`src/rtl/axi2ahb_pkg.sv`:
```
// Shared encodings and constants for the AXI-to-AHB bridge command path.
package axi2ahb_pkg;

  localparam logic [1:0] BURST_FIXED = 2'b00;
  localparam logic [1:0] BURST_INCR  = 2'b01;
  localparam logic [1:0] BURST_WRAP  = 2'b10;

  typedef enum logic [1:0] {
    ST_IDLE   = 2'd0,
    ST_WBURST = 2'd1,
    ST_RBURST = 2'd2
  } seq_state_t;

  localparam logic GRANT_WRITE = 1'b1;
  localparam logic GRANT_READ  = 1'b0;

  // cmd_id is {last_beat, id}: the last-beat flag sits just above the ID field.
  function automatic int unsigned cmd_last_bit(input int unsigned id_w);
    return id_w;
  endfunction

endpackage

```
`src/rtl/axi_burst_addr_gen.sv`:
```
// Combinational next-beat address for FIXED / INCR / WRAP AXI bursts.
module axi_burst_addr_gen
  import axi2ahb_pkg::*;
#(
  parameter int unsigned ADDR_W = 32
) (
  input  logic [ADDR_W-1:0] addr,
  input  logic [7:0]        len,
  input  logic [2:0]        size,
  input  logic [1:0]        burst,
  output logic [ADDR_W-1:0] next_addr
);

  logic [ADDR_W-1:0] inc;
  logic [ADDR_W-1:0] sum;
  logic [ADDR_W-1:0] mask;

  // Reserved burst encoding behaves like INCR.
  always_comb begin
    inc       = ADDR_W'(1) << size;
    sum       = addr + inc;
    mask      = ((ADDR_W'(len) + ADDR_W'(1)) << size) - ADDR_W'(1);
    next_addr = sum;
    case (burst)
      BURST_FIXED: next_addr = addr;
      BURST_WRAP:  next_addr = (addr & ~mask) | (sum & mask);
      default:     next_addr = sum;
    endcase
  end

endmodule

```
`src/rtl/axi_cmd_sequencer.sv`:
```
// Round-robin AW/AR arbiter that expands bursts into per-beat command FIFO pushes.
module axi_cmd_sequencer
  import axi2ahb_pkg::*;
#(
  parameter int unsigned ADDR_W = 32,
  parameter int unsigned DATA_W = 64,
  parameter int unsigned ID_W   = 8
) (
  input  logic              aclk,
  input  logic              aresetn,
  input  logic [ID_W-1:0]   awid,
  input  logic [ADDR_W-1:0] awaddr,
  input  logic [7:0]        awlen,
  input  logic [2:0]        awsize,
  input  logic [1:0]        awburst,
  input  logic              awvalid,
  output logic              awready,
  input  logic [DATA_W-1:0] wdata,
  input  logic              wlast,
  input  logic              wvalid,
  output logic              wready,
  input  logic [ID_W-1:0]   arid,
  input  logic [ADDR_W-1:0] araddr,
  input  logic [7:0]        arlen,
  input  logic [2:0]        arsize,
  input  logic [1:0]        arburst,
  input  logic              arvalid,
  output logic              arready,
  output logic [ADDR_W-1:0] cmd_addr,
  output logic              cmd_write,
  output logic [ID_W:0]     cmd_id,
  output logic [2:0]        cmd_size,
  output logic              cmd_push,
  input  logic              cmd_full,
  output logic [DATA_W-1:0] cmd_data,
  output logic              data_push,
  input  logic              data_full,
  output logic              wlast_err
);

  localparam int unsigned LAST_BIT = cmd_last_bit(ID_W);

  seq_state_t        state;
  seq_state_t        state_nxt;
  logic [ADDR_W-1:0] addr_q;
  logic [ADDR_W-1:0] addr_nxt;
  logic [7:0]        len_q;
  logic [7:0]        cnt_q;
  logic [2:0]        size_q;
  logic [1:0]        burst_q;
  logic [ID_W-1:0]   id_q;
  logic              last_grant;
  logic              fire;
  logic              last_beat;

  assign last_beat = (cnt_q == len_q);

  axi_burst_addr_gen #(.ADDR_W(ADDR_W)) u_addr_gen (
    .addr      (addr_q),
    .len       (len_q),
    .size      (size_q),
    .burst     (burst_q),
    .next_addr (addr_nxt)
  );

  // FSM state register.
  always_ff @(posedge aclk or negedge aresetn) begin
    if (!aresetn) state <= ST_IDLE;
    else          state <= state_nxt;
  end

  // Next state plus handshake/push strobes; forced low while reset is held.
  always_comb begin
    state_nxt = state;
    awready   = 1'b0;
    arready   = 1'b0;
    wready    = 1'b0;
    cmd_push  = 1'b0;
    data_push = 1'b0;
    wlast_err = 1'b0;
    cmd_data  = '0;
    fire      = 1'b0;
    if (aresetn) begin
      unique case (state)
        ST_IDLE: begin
          awready = awvalid && (!arvalid || last_grant == GRANT_READ);
          arready = arvalid && !awready;
          if (awready)      state_nxt = ST_WBURST;
          else if (arready) state_nxt = ST_RBURST;
        end
        ST_WBURST: begin
          fire      = wvalid && !cmd_full && !data_full;
          wready    = fire;
          cmd_push  = fire;
          data_push = fire;
          if (fire) begin
            cmd_data  = wdata;
            wlast_err = (wlast != last_beat);
            if (last_beat) state_nxt = ST_IDLE;
          end
        end
        ST_RBURST: begin
          fire     = !cmd_full;
          cmd_push = fire;
          if (fire && last_beat) state_nxt = ST_IDLE;
        end
        default: state_nxt = ST_IDLE;
      endcase
    end
  end

  // Burst context: latched on a handshake, advanced on every fired beat.
  always_ff @(posedge aclk or negedge aresetn) begin
    if (!aresetn) begin
      addr_q     <= '0;
      len_q      <= '0;
      cnt_q      <= '0;
      size_q     <= '0;
      burst_q    <= '0;
      id_q       <= '0;
      last_grant <= GRANT_READ;
    end else if (awready) begin
      addr_q     <= awaddr;
      len_q      <= awlen;
      cnt_q      <= '0;
      size_q     <= awsize;
      burst_q    <= awburst;
      id_q       <= awid;
      last_grant <= GRANT_WRITE;
    end else if (arready) begin
      addr_q     <= araddr;
      len_q      <= arlen;
      cnt_q      <= '0;
      size_q     <= arsize;
      burst_q    <= arburst;
      id_q       <= arid;
      last_grant <= GRANT_READ;
    end else if (fire) begin
      cnt_q  <= cnt_q + 8'd1;
      addr_q <= addr_nxt;
    end
  end

  // Command fields straight from registers; last-beat flag only meaningful inside a burst.
  always_comb begin
    cmd_addr           = addr_q;
    cmd_size           = size_q;
    cmd_write          = (state == ST_WBURST);
    cmd_id             = '0;
    cmd_id[ID_W-1:0]   = id_q;
    cmd_id[LAST_BIT]   = (state != ST_IDLE) && last_beat;
  end

endmodule

```
`config.mk`:
```
export PLATFORM = sky130hd
export DESIGN_NAME = axi_cmd_sequencer
export DESIGN_NICKNAME = d
export VERILOG_FILES = /design/src/rtl/axi2ahb_pkg.sv /design/src/rtl/axi_burst_addr_gen.sv /design/src/rtl/axi_cmd_sequencer.sv
export SDC_FILE = /design/constraint.sdc
export NUM_CORES = 1
export LEC_CHECK = 0
export BUFFER_PORTS_ARGS = -buffer_cell sky130_fd_sc_hd__buf_2
export CAP_MARGIN = 15
export CORE_MARGIN = 3
export CORE_UTILIZATION = 48
export DETAILED_ROUTE_END_ITERATION = 16
export GPL_ROUTABILITY_DRIVEN = 1
export MAX_ROUTING_LAYER = met4
export PLACE_DENSITY = 0.82
export REMOVE_ABC_BUFFERS = 1
export SKIP_CTS_REPAIR_TIMING = 1
export SYNTH_ARGS = -nofsm -noshare
export SYNTH_HDL_FRONTEND = slang
export SYNTH_SLANG_ARGS = --single-unit
export TNS_END_PERCENT = 10
```
`constraint.sdc`:
```
create_clock -name aclk -period 4.4 [get_ports aclk]
set_input_delay 0.22 -clock aclk [delete_from_list [all_inputs] [get_ports aclk]]
set_output_delay 0.22 -clock aclk [all_outputs]
set_load 0.02 [all_outputs]
```
==> run summary <==
Synth top area share: 25.9%
XOR/XNOR share of the synthesized area: 5.67%
Part of the Yosys area used for sequential elements: 25.9%
Number of clock buffers inserted by TritonCTS: 9
Hold WS: 129 ps
Hold depth: 3
Leakage Power: 0.00418 uW
Crit path DAT: 4170 ps
Startpoint Class: register
Largest net degree at the start of global routing: 66
Worst VDD drop: 0.419 mV
WP buf/inv: 0
Setup crit end kind: register
Final min period: 3950 ps
Port Buffer Count: 292
Hold Violations, Final: 0
Number of global-route vias before repair: 7150
Worst-path fanout max: 12
Slowest cell on crit path: dfrtp_1
R2r startpoint: len_q[0]$_DFFE_PN0N_
Dominant synthesized flop cell: dfrtp_1
Outcome: complete, no violations
Clock root cell: clkbuf_16
Placed cell count: 1246
Finished Layout Cells: 1263
Mean routed wirelength per cell: 18.4 um
Mapped Area: 6180 sq um
Iteration-0 DRC Markers: 714
Fillcell total: 1154
Critical path type: register to register
Adder-Cell Fraction of Synth Area: 3.36%
R2r setup slk: 450 ps
Most frequent cells in the layout: buf_2 (292), nand2_1 (92), nor2_1 (77)
Compound-gate portion of the synthesized area: 28.9%
Avg Inst Size Synth: 7.50 sq um
Post-Route WL: 23200 um
Flop and latch count out of synthesis: 64
Netlist cell types: 77
Post-synth EDFFs: 0
Hold EP: id_q[2]$_DFFE_PN0N_
Core ar.: 12300 sq um
Max_slew headroom: 48.9%
RSZ-0062 raised after global routing: no
TNS Setup: 0 ps
Area grow syn2layout: 31.3%
Critical path required time: 4620 ps
Share of cells above drive strength 1: 32.6%
Nets: 1284
I/O pin total: 293
Wire length of the first global-routing pass: 36900 um
Row cnt: 40
Die height: 120 um
H-tree levels: 3
Final RePlAce weighted congestion: 0.986
Via Count: 7541
TritonCTS clock tree: done
Die X: 120 um
Post-DP HPWL: 17600 um
Final Power: 5440 uW
Final ANT Viol Nets: 0
Max Cap Viol: 0
Slew Limit Fails: 0
Overall Global Routing Usage: 32.4%
Clock-pin slew on the worst setup and hold paths: 60 ps
Initial core utilization: 50.2%
Clk sink count: 64
Mux cell area share after synthesis: 1.21%
Worst path depth: 13
Final count of negative-setup-slack endpoints: 0
DR vias/cell: 5.97
Pwr Density: 670 nW/um^2
Antenna violations before repair: 1
Highest Clock Rate: 0.253 GHz
Worst path cell trace: ha_1 > xor2_1 > a221oi_2 > nor2_1 > or4_1 > a222oi_1 > and2_2 > and3b_1 > ha_1 > a21oi_1 > a21oi_1 > a221oi_1 > nor2_1
Max stage delay on crit path: 600 ps
Async S/R FF share, synth: 100%
GRT overflow: 0
Period Utilization, post-route: 89.7%
Crit-path leading delay family: compound AO/OA/AOI/OAI gates
Min-Delay Path Class: input pin to register
Die area: 14300 sq um
Actual slew at the worst max-slew pin: 763 ps
Number of remaining DRC errors: 0
Largest family of logic cells by synthesized area: simple AND/OR/NAND/NOR gates
Post-synth top area cell: dfrtp_1
Worst clock skew: 6.31 ps
Clk buf depth: 2
Syn Inst Count: 824
Worst-skew pair later-pin latency: 340 ps
ANT cells: 0
Synth warn: 0
Cells on worst reg2reg path: 13
Hold_sp: arid[2]
Most common cell after layout, fill and taps aside: buf_2
Synth area leaders: dfrtp_1 (26%), and3_1 (7.3%), nand2_1 (5.6%)
Post-Synth Simple-Gate Area: 29.3%
Drt pass-1 iters: 6
## power by group
group          total (uW)  internal [uW]  switching (uW)
Combinational        3390           1320            2070
Sequential           1250            833             412
Clock                 805            502             302
## tightest hold or removal path: cells and delay by family
family          cells  cell delay, ps
buf+inv             1              90
simple gates        1              50
compound gates      1              70
## cell type report
class | count | area [sq um] | share of cell area [%]
clock buffer | 9 | 225 | 2.77
clock inverter | 7 | 103 | 1.26
inverter | 18 | 67.6 | 0.832
multi-input combinational | 678 | 4240 | 52.3
sequential | 64 | 1600 | 19.7
tap | 168 | 210 | 2.59
timing repair buffer | 319 | 1670 | 20.5
## Yosys cell counts (all sizes together), types with 5 or more instances
library cell,number
buf,21
a211oi,9
a211o,6
ha,15
a22oi,12
or3,6
o2bb2ai,5
o21ai,52
xnor2,17
and3,72
nor2,78
dfrtp,64
a31oi,33
o22ai,8
a21boi,5
nand4,16
o211ai,9
nor3,12
a21o,9
o21a,13
and2,5
xor2,23
a21oi,39
clkbuf,43
o31ai,7
a22o,10
nor2b,10
nand2b,17
nand3,23
nor4,6
inv,16
o31a,6
nand2,92
## logic make-up after synthesis
family                     after synthesis
adders and majority gates               16
DFF                                     64
AOI/OAI and AO/OA                      259
xor gates and xnor gates                40
and+or+nand+nor                        356
buffers and inverters                   82
muxes                                    7
## metrics by stage
stage	util [%]	area, sq um	setup WS [ps]
detailed placement	63.2	7780	605
global placement	63.2	7780	668
finish	65.9	8120	454
CTS	65.8	8110	526
floorplan	-	5900	-133
global route	65.9	8120	97.3
## worst max-delay path by stage
stage,slack [ps],endpoint,startpoint
6_report,450,register,len_q[0]$_DFFE_PN0N_
5_1_grt,100,register,cmd_size[0]$_DFFE_PN0N_
4_1_cts,530,register,len_q[0]$_DFFE_PN0N_
3_5_place_dp,610,register,cmd_size[0]$_DFFE_PN0N_
3_3_place_gp,670,register,cmd_size[0]$_DFFE_PN0N_
2_1_floorplan,-130,register,state[1]$_DFFE_PN0P_
## routing by layer
| metal | part of all wire [%] | vias to the layer above | wire length (um) | track usage, % |
|---|---|---|---|---|
| met1 | 44 | 3544 | 10100 | 45.6 |
| met2 | 46 | 379 | 10700 | 50.2 |
| met4 | 1.3 | 0 | 299 | 6.73 |
| li1 | - | 3587 | - | - |
| met5 | 0 | - | 0 | - |
| met3 | 8.9 | 31 | 2060 | 4.67 |
No activity file was read; power rests on OpenSTA's default activity.
